===== src/rtl/rr_req_collector.sv =====
// Per-requester pending-request counters feeding a round-robin arbiter.
// Pulses are accumulated, grants retire them; drops and bad grants are sticky.
module rr_req_collector #(
    parameter int REQCNT   = 5,
    parameter int REQWIDTH = $clog2(REQCNT),
    parameter int CNTW     = 4,
    parameter int TOTW     = CNTW + $clog2(REQCNT + 1)
) (
    input  logic                clk_i,
    input  logic                rst_i,
    input  logic [REQCNT-1:0]   req_pulse_i,
    input  logic [REQWIDTH-1:0] grant_num_i,
    input  logic                grant_val_i,
    input  logic [REQCNT-1:0]   ovf_clr_i,
    input  logic                err_clr_i,
    output logic [REQCNT-1:0]   req_o,
    output logic                req_val_o,
    output logic [TOTW-1:0]     pend_total_o,
    output logic [REQCNT-1:0]   ovf_o,
    output logic                err_o
);

    localparam logic [CNTW-1:0] MAX = '1;

    logic [REQCNT-1:0][CNTW-1:0] cnt;
    logic [REQCNT-1:0][CNTW-1:0] cnt_nxt;
    logic [REQCNT-1:0]           inc;
    logic [REQCNT-1:0]           dec;
    logic [REQCNT-1:0]           drop;
    logic [REQCNT-1:0]           req_nxt;
    logic [REQCNT-1:0]           ovf_nxt;
    logic [TOTW-1:0]             add;
    logic [TOTW-1:0]             tot_nxt;
    logic                        bad;
    logic                        err_nxt;

    always_comb begin
        cnt_nxt = cnt;
        inc     = '0;
        dec     = '0;
        drop    = '0;
        req_nxt = '0;
        add     = '0;
        for (int i = 0; i < REQCNT; i++) begin
            dec[i] = grant_val_i
                   && (grant_num_i == REQWIDTH'(i))
                   && (cnt[i] != '0);
            // A same-cycle retire frees a slot, so MAX can still accept.
            inc[i] = req_pulse_i[i]
                   && ((cnt[i] != MAX) || dec[i]);
            drop[i] = req_pulse_i[i] && !inc[i];
            if (inc[i] && !dec[i]) begin
                cnt_nxt[i] = cnt[i] + CNTW'(1);
            end else if (dec[i] && !inc[i]) begin
                cnt_nxt[i] = cnt[i] - CNTW'(1);
            end
            req_nxt[i] = (cnt_nxt[i] != '0);
            add = add + TOTW'(inc[i]);
        end
    end

    // dec can never be set for an out-of-range or empty requester.
    assign bad     = grant_val_i && !(|dec);
    assign tot_nxt = pend_total_o + add - TOTW'(|dec);
    assign ovf_nxt = drop | (ovf_o & ~ovf_clr_i);
    assign err_nxt = bad | (err_o & ~err_clr_i);

    always_ff @(posedge clk_i) begin
        if (rst_i) begin
            cnt          <= '0;
            req_o        <= '0;
            req_val_o    <= 1'b0;
            pend_total_o <= '0;
            ovf_o        <= '0;
            err_o        <= 1'b0;
        end else begin
            cnt          <= cnt_nxt;
            req_o        <= req_nxt;
            req_val_o    <= |req_nxt;
            pend_total_o <= tot_nxt;
            ovf_o        <= ovf_nxt;
            err_o        <= err_nxt;
        end
    end

endmodule


===== config.mk =====
export PLATFORM = sky130hd
export DESIGN_NAME = rr_req_collector
export DESIGN_NICKNAME = d
export VERILOG_FILES = /design/src/rtl/rr_req_collector.sv
export SDC_FILE = /design/constraint.sdc
export NUM_CORES = 1
export LEC_CHECK = 0
export BUFFER_PORTS_ARGS = -buffer_cell sky130_fd_sc_hd__clkbuf_2
export CAP_MARGIN = 10
export CORE_ASPECT_RATIO = 0.6
export CORE_MARGIN = 3
export CORE_UTILIZATION = 59
export DETAILED_ROUTE_END_ITERATION = 16
export PLACE_DENSITY_LB_ADDON = 0.1
export REMOVE_ABC_BUFFERS = 1
export SLEW_MARGIN = 20
export SYNTH_ARGS = -nofsm -noshare
export SYNTH_HDL_FRONTEND = slang
export SYNTH_SLANG_ARGS = --single-unit
export TNS_END_PERCENT = 100

===== constraint.sdc =====
create_clock -name clk_i -period 5.54 [get_ports clk_i]
set_input_delay 1.108 -clock clk_i [delete_from_list [all_inputs] [get_ports clk_i]]
set_output_delay 1.108 -clock clk_i [all_outputs]
set_load 0.05 [all_outputs]

==> out/results.md, run 1 <==
| Step | Result | Value |
| --- | --- | --- |
| job | # Max-Cap Violations | 0 |
| power and ir drop | Comb power frac | 51.8% |
| place | Last weighted congestion value of the routability-driven placer | 0.956 |
| logic synthesis | Largest cells by area after synthesis | dfxtp_1 (27%), ha_1 (12%), nor2_1 (6.1%) |
| logic synthesis | Share of synthesized area occupied by flip-flops and latches | 27.2% |
| grt | Vias in the first global route | 2467 |
| power and ir drop | Internal | 679 uW |
| grt | Largest net degree at the start of global routing | 40 |
| power and ir drop | Switching share of power | 42.9% |
| sta | Final Max Tran Viols | 0 |
| logic synthesis | Post-synthesis share of cell area spent on full adders, half adders and majority gates | 13.8% |
| logic synthesis | Combinational family with the most area after synthesis | simple AND/OR/NAND/NOR gates |
| drt | Routed wire length per instance | 15.3 um |
| sta | Worst hold slack | 0.503 ns |
| logic synthesis | Synth unique cells | 62 |
| drt | Violation count after the first detailed-routing iteration | 170 |
| die | Chip Height | 60.1 um |
| drt | Drt pass-1 iters | 5 |
| final layout | Register cell area after layout | 781 um^2 |
| die | Floorplan die area | 5770 um^2 |
| logic synthesis | Register bit count reported by yosys | 39 |
| logic synthesis | Synth Area per Inst | 8.03 um^2 |
| drt | Post-detailed-route DRC marker count | 0 |
| drt | Detail Route Antenna Nets | 0 |
| final layout | Layout Area Growth over Synthesis | 10.4% |
| power and ir drop | Sequential group share of total power | 30.1% |
| die | # IOs | 36 |
| drt | Routed wire length | 6.89 mm |
| logic synthesis | Cell area after synthesis | 2880 um^2 |
| grt | Congestion Overflow GR | 0 |
| logic synthesis | Cell type contributing the most total cell area after synthesis | dfxtp_1 |
| sta | Final setup violating endpoints | 0 |
| critical path | Critical path start-end classification | flop to flop |
| logic synthesis | Most common cell in the netlist | nor2_1 |
| logic synthesis | Portion of synthesized cell area occupied by the leading cell type | 27.2% |
| sta | Actual slew at the worst max-slew pin | 0.823 ns |
| logic synthesis | Proportion of synthesized area in mux cells | 2.83% |
| power and ir drop | Power per standard cell area | 375 nW/um^2 |
| sta | Final hold vios | 0 |
| clock network | Maximum count of clock buffers along a single path | 2 |
| power and ir drop | Worst supply voltage drop on vdd | 204 uV |
| sta | Final-layout setup total negative slack | 0 ns |
| logic synthesis | Predominant post-synthesis flop cell | dfxtp_1 |
| power and ir drop | Leak Pwr | 1.36 nW |
| final layout | Fillers | 363 |
| final layout | Number of antenna repair diodes | 0 |
| sta | Minimum clock period after layout | 4.84 ns |
| die | Die width | 96.1 um |
| critical path | Largest driver fanout on the critical path | 7 |
| clock network | Count of cells resized by post-cts repair | 0 |
| clock network | # Post-CTS Setup Buffers | 0 |
| place | Detailed placement HPWL | 5.24 mm |
| critical path | Critical path launch point type | flop |
| logic synthesis | Number of warnings printed during yosys synthesis | 0 |
| logic synthesis | Gate count after technology mapping | 358 |
| grt | First-pass GRT wire length | 11.4 mm |
| grt | Initial antenna violation count | 0 |
| clock network | Clock insertion delay at the later pin of the skew report | 0.29 ns |
| critical path | Endpoint required time on the critical path | 5.68 ns |
| sta | Max frequency | 0.207 GHz |
| drt | Per-cell via count in the routed design | 6.07 |
| critical path | Critical Path Sink Type | flop |
| sta | Share of the clock period used by the worst path after layout | 87.4% |
| clock network | Buffer cell driving the clock tree root | clkbuf_8 |
| clock network | Deepest level of the CTS H-tree | 2 |
| die | Number of standard-cell rows in the floorplan | 18 |
| drt | DR vias | 2726 |
| logic synthesis | Area fraction in compound gates after synthesis | 17.4% |
| final layout | Layout net count | 435 |
| logic synthesis | Fraction of registers with async set or reset after synthesis | 0% |
| clock network | Clock edge transition at the registers on the reported setup and hold paths | 0.07 ns |
| logic synthesis | Number of synthesized flops with an enable pin | 0 |
| die | Core footprint | 4390 um^2 |
| sta | Slew HR | 45.1% |
| sta | Unrepaired setup endpoints after global routing | false |
| die | Initial Utilization | 65.5% |
| power and ir drop | Net switching power of the design | 510 uW |
| critical path | Critical Path AT | 4.99 ns |
| logic synthesis | Xor and xnor fraction of the mapped netlist area | 3.96% |
| final layout | Ratio of cells with drive above 1 in the final layout | 13.6% |
| final layout | Multi-input gate area | 1910 um^2 |
| power and ir drop | Part of the power in the clock network | 18.1% |
| clock network | Clk sink count | 39 |
| clock network | CTS tree | done |
| sta | Clock Skew | 0.00654 ns |
| min path | Hold/Removal Path Class | flop to flop |
| clock network | # hold bufs at CTS | 0 |
| place | Number of buffers added on ports | 35 |
| clock network | Number of clock buffers inserted by TritonCTS | 5 |
| outcome | Run status | finished, final reports clean |
| logic synthesis | Ranking of synthesized cells by instance count | nor2_1 (47), dfxtp_1 (39), inv_1 (32), ha_1 (27), a21oi_1 (23) |
| grt | Overall routing resource usage | 25.7% |
| logic synthesis | Simple-gate share of the synthesized area | 28.2% |
-- layout by cell type (no fill, tap or decap), drive strengths merged, types with 3 or more instances in the layout --
master and n:
nand4b 3, a311oi 3, nand2b 4, nand4bb 3
nor4 5, ha 27, and4bb 3, a2111oi 3
a21o 3, dfxtp 39, a21oi 23, nor2b 14
clkbuf 43, mux2i 7, xnor2 9, inv 32
and3 3, nand3 13, fa 3, a31oi 5
o21ai 14, nor2 47, a211oi 6, xor2 4
nand2 16, nor3b 6, nor3 11
-- routing by layer --
metal / part of all wire (%) / GRT usage, % / routed length (um)
met3: 10 / 7.55 / 704
met5: 0 / 0 / 0
met1: 47 / 35.0 / 3210
met2: 42 / 39.5 / 2880
met4: 1.5 / 7.09 / 104
-- worst max-delay path: stages, from the launching register on --
cell and delay [ns]:
dfxtp_1 0.38, inv_1 0.10, ha_1 0.21, or3b_2 0.49, and2_1 0.23, nor3_1 0.18, nand3_1 0.13, ha_1 0.30
inv_1 0.05, fa_1 0.50, fa_1 0.52, ha_1 0.16, inv_1 0.06, fa_1 0.39, nor2b_1 0.16, o21ai_0 0.12
a21boi_0 0.30, o21ai_0 0.18, a21oi_1 0.17, nor3b_1 0.06
-- cells by family after synthesis --
family                     after synthesis
xor gates and xnor gates                13
and+or+nand+nor                        146
buffers and inverters                   46
muxes                                    8
DFF                                     39
AOI/OAI and AO/OA                       76
adders and majority gates               30
-- registers in the layout, indices dropped and copies added (netlist names) --
register	cells
cnt	20
ovf_o	5
req_val_o	1
pend_total_o	7
err_o	1
req_o	5
-- power groups by stage --
| stage | Clock (mW) | Combinational [mW] | Sequential, mW |
|---|---|---|---|
| 2_1_floorplan | 0 | 0.381 | 0.451 |
| 3_3_place_gp | 0 | 0.592 | 0.362 |
| 3_5_place_dp | 0 | 0.609 | 0.364 |
| 4_1_cts | 0.218 | 0.619 | 0.357 |
| 5_1_grt | 0.227 | 0.694 | 0.364 |
| 6_report | 0.215 | 0.617 | 0.358 |
-- layout make-up --
cell class / count / share of cell area, %
Clock buffer: 8 / 3.15
Multi-Input combinational cell: 273 / 60.1
Sequential cell: 39 / 24.6
Inverter: 32 / 3.79
Timing Repair Buffer: 37 / 5.99
Tap cell: 60 / 2.37
-- path summary, 6_finish.rpt --
| kind | from | depth (start not counted) | slack [ns] | endpoint |
|---|---|---|---|---|
| worst max register to register | cnt[0] | 19 | 0.70 | pend_total_o[6] |
| worst min-delay path | err_o | 2 | 0.50 | err_o |
| worst min register to register | err_o | 2 | 0.50 | err_o |
| worst max-delay path | cnt[0] | 19 | 0.70 | pend_total_o[6] |
-- metrics by stage --
| stage | instances | utilization (%) | cell area (um^2) | worst slack (ns) | power [mW] |
|---|---|---|---|---|---|
| 2_1_floorplan | 344 | - | 2810 | 0.702 | 0.831 |
| 3_3_place_gp | 441 | 70.0 | 3070 | 0.706 | 0.954 |
| 3_5_place_dp | 441 | 70.0 | 3070 | 0.539 | 0.972 |
| 4_1_cts | 449 | 72.3 | 3170 | 0.704 | 1.19 |
| 5_1_grt | 449 | 72.3 | 3170 | 0.392 | 1.29 |
| 6_report | 449 | 72.3 | 3170 | 0.698 | 1.19 |
(Power assumes the default switching activity.)
==> run 2: changes to the inputs <==
--- a/config.mk
+++ b/config.mk
@@ -12,7 +12,6 @@
 export CORE_UTILIZATION = 59
 export DETAILED_ROUTE_END_ITERATION = 16
 export PLACE_DENSITY_LB_ADDON = 0.1
-export REMOVE_ABC_BUFFERS = 1
 export SLEW_MARGIN = 20
 export SYNTH_ARGS = -nofsm -noshare
 export SYNTH_HDL_FRONTEND = slang
==> out/results.md, run 2 (synthesis gave the netlist of run 1 again) <==
| Step | Result | Value |
| --- | --- | --- |
| die | Die width | 96.1 um |
| die | Chip Height | 60.1 um |
| final layout | Core Util, Final | 73.0% |
| drt | Per-cell via count in the routed design | 5.96 |
| die | Core footprint | 4390 um^2 |
| final layout | Most common cell after layout, fill and taps aside | nor2_1 |
| power and ir drop | Worst supply voltage drop on vdd | 185 uV |
| critical path | Critical path launch point type | flop |
| power and ir drop | Leak Pwr | 1.38 nW |
| outcome | Run status | finished, final reports clean |
| final layout | Cell area after layout | 3210 um^2 |
| critical path | Worst flop-to-flop path endpoint | pend_total_o[6] |
| place | Placed instance area | 3070 um^2 |
| critical path | Register-to-register path setup slack | 0.79 ns |
| drt | Post-detailed-route DRC marker count | 0 |
| sta | Final hold vios | 0 |
| sta | Final-layout setup total negative slack | 0 ns |
| critical path | Max stage delay on crit path | 0.54 ns |
| critical path | Standard cell with the maximum stage delay on the critical path | fa_1 |
| place | DP Cell Count | 441 |
| critical path | Critical Path AT | 4.90 ns |
| drt | Violation count after the first detailed-routing iteration | 141 |
| grt | Vias in the first global route | 2390 |
| final layout | Ratio of cells with drive above 1 in the final layout | 13.6% |
| sta | Unrepaired setup endpoints after global routing | false |
| clock network | CTS tree | done |
| grt | First-pass GRT wire length | 11.3 mm |
| clock network | Count of cells resized by post-cts repair | 0 |
| final layout | Largest register FFs | 20 |
| clock network | Number of clock buffers inserted by TritonCTS | 5 |
| die | Initial Utilization | 65.5% |
| final layout | Register cell area after layout | 781 um^2 |
| power and ir drop | Switching share of power | 40.7% |
| power and ir drop | Comb power frac | 49.3% |
| clock network | # hold bufs at CTS | 0 |
| clock network | Buffer cell driving the clock tree root | clkbuf_8 |
| drt | Routed wire length | 6.76 mm |
| critical path | Start point of the critical path | cnt[0] |
| final layout | Top Registers | cnt: 20 flops, pend_total_o: 7 flops |
| critical path | Critical Path Sink Type | flop |
| critical path | Crit path cell chain | inv_1, ha_1, or3b_2, and2_1, nor3_1, nand3_1, ha_1, inv_1, fa_1, fa_1, ha_1, inv_1, fa_1, nor2b_1, o21ai_0, a21boi_0, o21ai_0, a21oi_1, nor3b_1 |
| sta | Final setup violating endpoints | 0 |
| critical path | Endpoint required time on the critical path | 5.70 ns |
| sta | Minimum clock period after layout | 4.75 ns |
| critical path | Startpoint of the lowest-slack register-to-register path | cnt[0] |
| final layout | Commonest cells after routing, fill and taps aside | nor2_1 (47), dfxtp_1 (39), clkbuf_2 (35) |
| sta | Max frequency | 0.211 GHz |
| critical path | Cell count of the worst reg-to-reg path | 19 |
| critical path | Worst setup path endpoint | pend_total_o[6] |
| drt | Routed wire length per instance | 15.1 um |
| die | # IOs | 36 |
| min path | Hold/Removal Path Class | flop to flop |
| final layout | Layout net count | 435 |
| power and ir drop | Internal | 751 uW |
| critical path | Largest driver fanout on the critical path | 7 |
| place | Setup slack at placement | 0.511 ns |
| drt | DR vias | 2677 |
| place | Detailed placement HPWL | 5.18 mm |
| logic synthesis | Synth Net Count | 405 |
| sta | Share of the clock period used by the worst path after layout | 85.7% |
| sta | Clock Skew | 0.0126 ns |
| power and ir drop | Sequential group share of total power | 28.1% |
| grt | Initial antenna violation count | 0 |
| final layout | Number of antenna repair diodes | 0 |
| final layout | Register containing the most flip-flops in the final layout | cnt |
| clock network | Clock edge transition at the registers on the reported setup and hold paths | 0.09 ns |
| die | Number of standard-cell rows in the floorplan | 18 |
| drt | Detail Route Antenna Nets | 0 |
| drt | Drt pass-1 iters | 4 |
| power and ir drop | Net switching power of the design | 516 uW |
| final layout | Layout Area Growth over Synthesis | 11.5% |
| final layout | Fillers | 352 |
| final layout | Filler-free cell count of the finished design | 449 |
| grt | Overall routing resource usage | 25.4% |
| sta | Final Max Tran Viols | 0 |
| final layout | Multi-input gate area | 1910 um^2 |
| clock network | Clk sink count | 39 |
| clock network | # Post-CTS Setup Buffers | 0 |
| power and ir drop | Power per standard cell area | 395 nW/um^2 |
| critical path | Critical path start-end classification | flop to flop |
| grt | Largest net degree at the start of global routing | 40 |
| clock network | Clock insertion delay at the later pin of the skew report | 0.30 ns |
| sta | Actual slew at the worst max-slew pin | 0.822 ns |
| grt | Congestion Overflow GR | 0 |
| die | Floorplan die area | 5770 um^2 |
| clock network | Maximum count of clock buffers along a single path | 2 |
| sta | Slew HR | 45.2% |
| place | Number of buffers added on ports | 35 |
| power and ir drop | Part of the power in the clock network | 22.5% |
| job | # Max-Cap Violations | 0 |
| sta | Final setup margin | 0.791 ns |
| clock network | Deepest level of the CTS H-tree | 2 |
| place | Last weighted congestion value of the routability-driven placer | 0.923 |
-- run 2: changes by cell type in the layout (fill, tap and decap cells not counted), sizes merged --
| cell | change |
|---|---|
| bufinv | +2 |
| clkbuf | -2 |
-- run 2: worst min path at each step --
stage                  from  endpoint  slack (ns)  depth (start not counted)
finish                err_o     err_o        0.57                          2
global route          err_o     err_o        0.62                          2
CTS                   err_o     err_o        0.56                          2
detailed placement    err_o     err_o        0.54                          2
global placement      err_o     err_o        0.50                          2
floorplan           cnt[17]   cnt[17]        0.52                          2
-- run 2: metrics by stage --
step	hold WS (ns)	total power, mW
5_1_grt	0.618	1.36
4_1_cts	0.556	1.27
3_3_place_gp	0.503	0.949
3_5_place_dp	0.537	0.982
2_1_floorplan	0.520	0.841
6_report	0.567	1.27
-- run 2: power by group through the flow --
stage | Combinational, mW | Sequential, mW | Clock, mW
2_1_floorplan | 0.391 | 0.450 | 0
3_3_place_gp | 0.588 | 0.361 | 0
3_5_place_dp | 0.619 | 0.363 | 0
4_1_cts | 0.626 | 0.356 | 0.288
5_1_grt | 0.702 | 0.362 | 0.301
6_report | 0.625 | 0.357 | 0.285
-- run 2: worst max-delay path: cells and delay by family (launching register included) --
kind	cells	cell delay, ns
adder cells (fa/ha/maj)	6	2.09
flip-flops	1	0.38
AO/OA/AOI/OAI	4	0.70
buffers and inverters	3	0.21
AND/OR/NAND/NOR	6	1.22
-- run 2: cell type report --
cell class | count | area share, %
multi-input combinational | 273 | 59.5
sequential | 39 | 24.4
timing repair buffer | 37 | 5.93
inverter | 32 | 3.75
tap | 60 | 2.34
clock buffer | 6 | 2.26
clock inverter | 2 | 1.87
-- run 2: per-layer routing --
metal	global-route usage (%)	vias to the layer above	wire length (um)
met5	0	-	0
met4	6.48	0	59
li1	-	1337	-
met1	37.0	1224	3250
met3	6.16	7	555
met2	37.5	109	2900
==> run 3: changes to the inputs <==
--- a/config.mk
+++ b/config.mk
@@ -9,7 +9,7 @@
 export CAP_MARGIN = 10
 export CORE_ASPECT_RATIO = 0.6
 export CORE_MARGIN = 3
-export CORE_UTILIZATION = 59
+export CORE_UTILIZATION = 50
 export DETAILED_ROUTE_END_ITERATION = 16
 export PLACE_DENSITY_LB_ADDON = 0.1
 export SLEW_MARGIN = 20
==> out/results.md, run 3 (synthesis gave the netlist of run 1 again) <==
| Step | Result | Value |
| --- | --- | --- |
| final layout | Layout net count | 435 |
| critical path | Worst flop-to-flop path endpoint | pend_total_o[6] |
| place | Number of buffers added on ports | 35 |
| clock network | Clock edge transition at the registers on the reported setup and hold paths | 0.08 ns |
| drt | Drt pass-1 iters | 4 |
| clock network | # hold bufs at CTS | 0 |
| drt | Detail Route Antenna Nets | 0 |
| drt | Routed wire length | 6.86 mm |
| min path | Worst Hold Launch | err_o |
| sta | Minimum clock period after layout | 4.70 ns |
| final layout | Cell area after layout | 3230 um^2 |
| critical path | Largest driver fanout on the critical path | 9 |
| sta | Final-layout setup total negative slack | 0 ns |
| drt | Per-cell via count in the routed design | 5.67 |
| final layout | Ratio of cells with drive above 1 in the final layout | 13.6% |
| place | Placed instance area | 3090 um^2 |
| sta | Clock Skew | 0.00718 ns |
| grt | First-pass GRT wire length | 11.9 mm |
| drt | Uppermost signal routing layer after detailed routing | met4 |
| drt | DR vias | 2641 |
| final layout | Fillers | 514 |
| die | Number of standard-cell rows in the floorplan | 20 |
| final layout | Number of antenna repair diodes | 0 |
| critical path | Standard cell with the maximum stage delay on the critical path | fa_1 |
| sta | Actual slew at the worst max-slew pin | 0.844 ns |
| clock network | Maximum count of clock buffers along a single path | 2 |
| sta | Share of the clock period used by the worst path after layout | 84.8% |
| power and ir drop | Power per standard cell area | 388 nW/um^2 |
| sta | Final hold vios | 0 |
| drt | Met3 Wirelength | 520 um |
| die | Chip Height | 64.7 um |
| outcome | Run status | finished, final reports clean |
| critical path | Endpoint required time on the critical path | 5.70 ns |
| final layout | Top Registers | cnt: 20 flops, pend_total_o: 7 flops |
| clock network | Clk sink count | 39 |
| sta | Max frequency | 0.213 GHz |
| min path | Hold Crit Endpoint | err_o |
| power and ir drop | Leak Pwr | 1.38 nW |
| power and ir drop | Comb power frac | 48.4% |
| power and ir drop | Internal | 744 uW |
| critical path | Max stage delay on crit path | 0.52 ns |
| drt | Wl on met1 | 3.52 mm |
| sta | Slew HR | 43.7% |
| sta | Unrepaired setup endpoints after global routing | false |
| place | Detailed placement HPWL | 5.06 mm |
| critical path | Critical Path Sink Type | flop |
| critical path | Cell count of the worst reg-to-reg path | 19 |
| critical path | Critical path start-end classification | input port to flop |
| final layout | Commonest cells after routing, fill and taps aside | nor2_1 (47), dfxtp_1 (39), clkbuf_2 (35) |
| drt | Routed wire length on met2 | 2.75 mm |
| die | Floorplan die area | 6730 um^2 |
| die | Initial Utilization | 54.2% |
| critical path | Number of buffers and inverters on the critical path | 3 |
| grt | Vias in the first global route | 2477 |
| final layout | Most common cell after layout, fill and taps aside | nor2_1 |
| logic synthesis | Synth Net Count | 405 |
| grt | Largest net degree at the start of global routing | 40 |
| critical path | Crit path cell chain | clkbuf_2, nand4b_1, nor2_1, nor3_1, nand3_1, ha_1, inv_1, fa_1, fa_1, ha_1, inv_1, fa_1, nor2b_1, o21ai_0, a21boi_0, o21ai_0, a21oi_1, nor3b_1 |
| final layout | Largest register FFs | 20 |
| power and ir drop | Switching share of power | 40.5% |
| critical path | Cell family with most CP delay | adder cells |
| final layout | Register containing the most flip-flops in the final layout | cnt |
| final layout | Core Util, Final | 60.8% |
| grt | Congestion Overflow GR | 0 |
| power and ir drop | Worst supply voltage drop on vdd | 262 uV |
| place | Last weighted congestion value of the routability-driven placer | 0.909 |
| critical path | Critical Path AT | 4.86 ns |
| sta | Final setup violating endpoints | 0 |
| clock network | Buffer cell driving the clock tree root | clkbuf_8 |
| clock network | Deepest level of the CTS H-tree | 2 |
| die | # IOs | 36 |
| critical path | CP most frequent cell | fa_1 |
| drt | Routed wire length per instance | 14.7 um |
| drt | Post-detailed-route DRC marker count | 0 |
| clock network | Count of cells resized by post-cts repair | 0 |
| critical path | Startpoint of the lowest-slack register-to-register path | cnt[0] |
| min path | Hold/Removal Path Class | flop to flop |
| final layout | Filler-free cell count of the finished design | 466 |
| final layout | Layout Area Growth over Synthesis | 12.2% |
| drt | Violation count after the first detailed-routing iteration | 177 |
| place | DP Cell Count | 458 |
| critical path | Register-to-register path setup slack | 0.85 ns |
| clock network | Number of clock buffers inserted by TritonCTS | 5 |
| die | Die width | 104 um |
| min path | WHS Path Cells | 2 |
| power and ir drop | Sequential group share of total power | 28.5% |
| clock network | Clock insertion delay at the later pin of the skew report | 0.30 ns |
| grt | Overall routing resource usage | 21.4% |
| die | Core footprint | 5310 um^2 |
| critical path | Critical path launch point type | input port |
| sta | Final Max Tran Viols | 0 |
| clock network | CTS tree | done |
| power and ir drop | Part of the power in the clock network | 23.1% |
| job | # Max-Cap Violations | 0 |
| power and ir drop | Net switching power of the design | 507 uW |
| clock network | # Post-CTS Setup Buffers | 0 |
| grt | Initial antenna violation count | 0 |
| power and ir drop | Final total power | 1.25 mW |
run 3: cell counts in the layout (fill, tap and decap cells not counted):
No cell type changed its count.
run 3: per-stage QoR:
stage	worst slack, ns	hold WS, ns
after floorplan	0.826	0.520
after global placement	0.725	0.512
after detailed placement	0.527	0.509
after CTS	0.850	0.530
after global routing	0.506	0.577
final	0.841	0.535
run 3: how the worst max path moves through the flow:
stage / from / endpoint / slack [ns] / depth (start not counted)
2_1_floorplan: grant_val_i / pend_total_o[6] / 0.83 / 19
3_3_place_gp: grant_num_i[2] / pend_total_o[6] / 0.72 / 18
3_5_place_dp: grant_num_i[2] / pend_total_o[6] / 0.53 / 18
4_1_cts: grant_num_i[2] / pend_total_o[6] / 0.85 / 18
5_1_grt: cnt[0] / pend_total_o[6] / 0.51 / 19
6_report: grant_num_i[2] / pend_total_o[6] / 0.84 / 18
run 3: power groups by stage:
stage                     clock network, mW  logic, mW  registers [mW]
after global routing                  0.307      0.691           0.364
after detailed placement                  0      0.600           0.363
final                                 0.288      0.606           0.357
after floorplan                           0      0.391           0.450
after CTS                             0.295      0.608           0.357
after global placement                    0      0.593           0.362
run 3: final cells by class:
class | instances | area (um^2) | share of cell area [%]
clock inverters | 2 | 60.1 | 1.86
clock buffers | 6 | 72.6 | 2.25
multi-input cells | 273 | 1910 | 59.1
inverters | 32 | 120 | 3.72
repair buffers | 37 | 190 | 5.89
well taps | 77 | 96.3 | 2.99
flip-flops and latches | 39 | 781 | 24.2
run 3: tightest hold or removal path, delay by kind of cell (launching register included):
kind / cells / cell delay [ns]
compound gates: 1 / 0.07
simple gates: 1 / 0.08
flops: 1 / 0.36
run 3: routing by layer:
metal / global-route usage (%) / vias to the layer above
li1: - / 1330
met1: 31.3 / 1207
met2: 31.2 / 98
met3: 4.78 / 6
met4: 6.14 / 0
met5: 0 / -
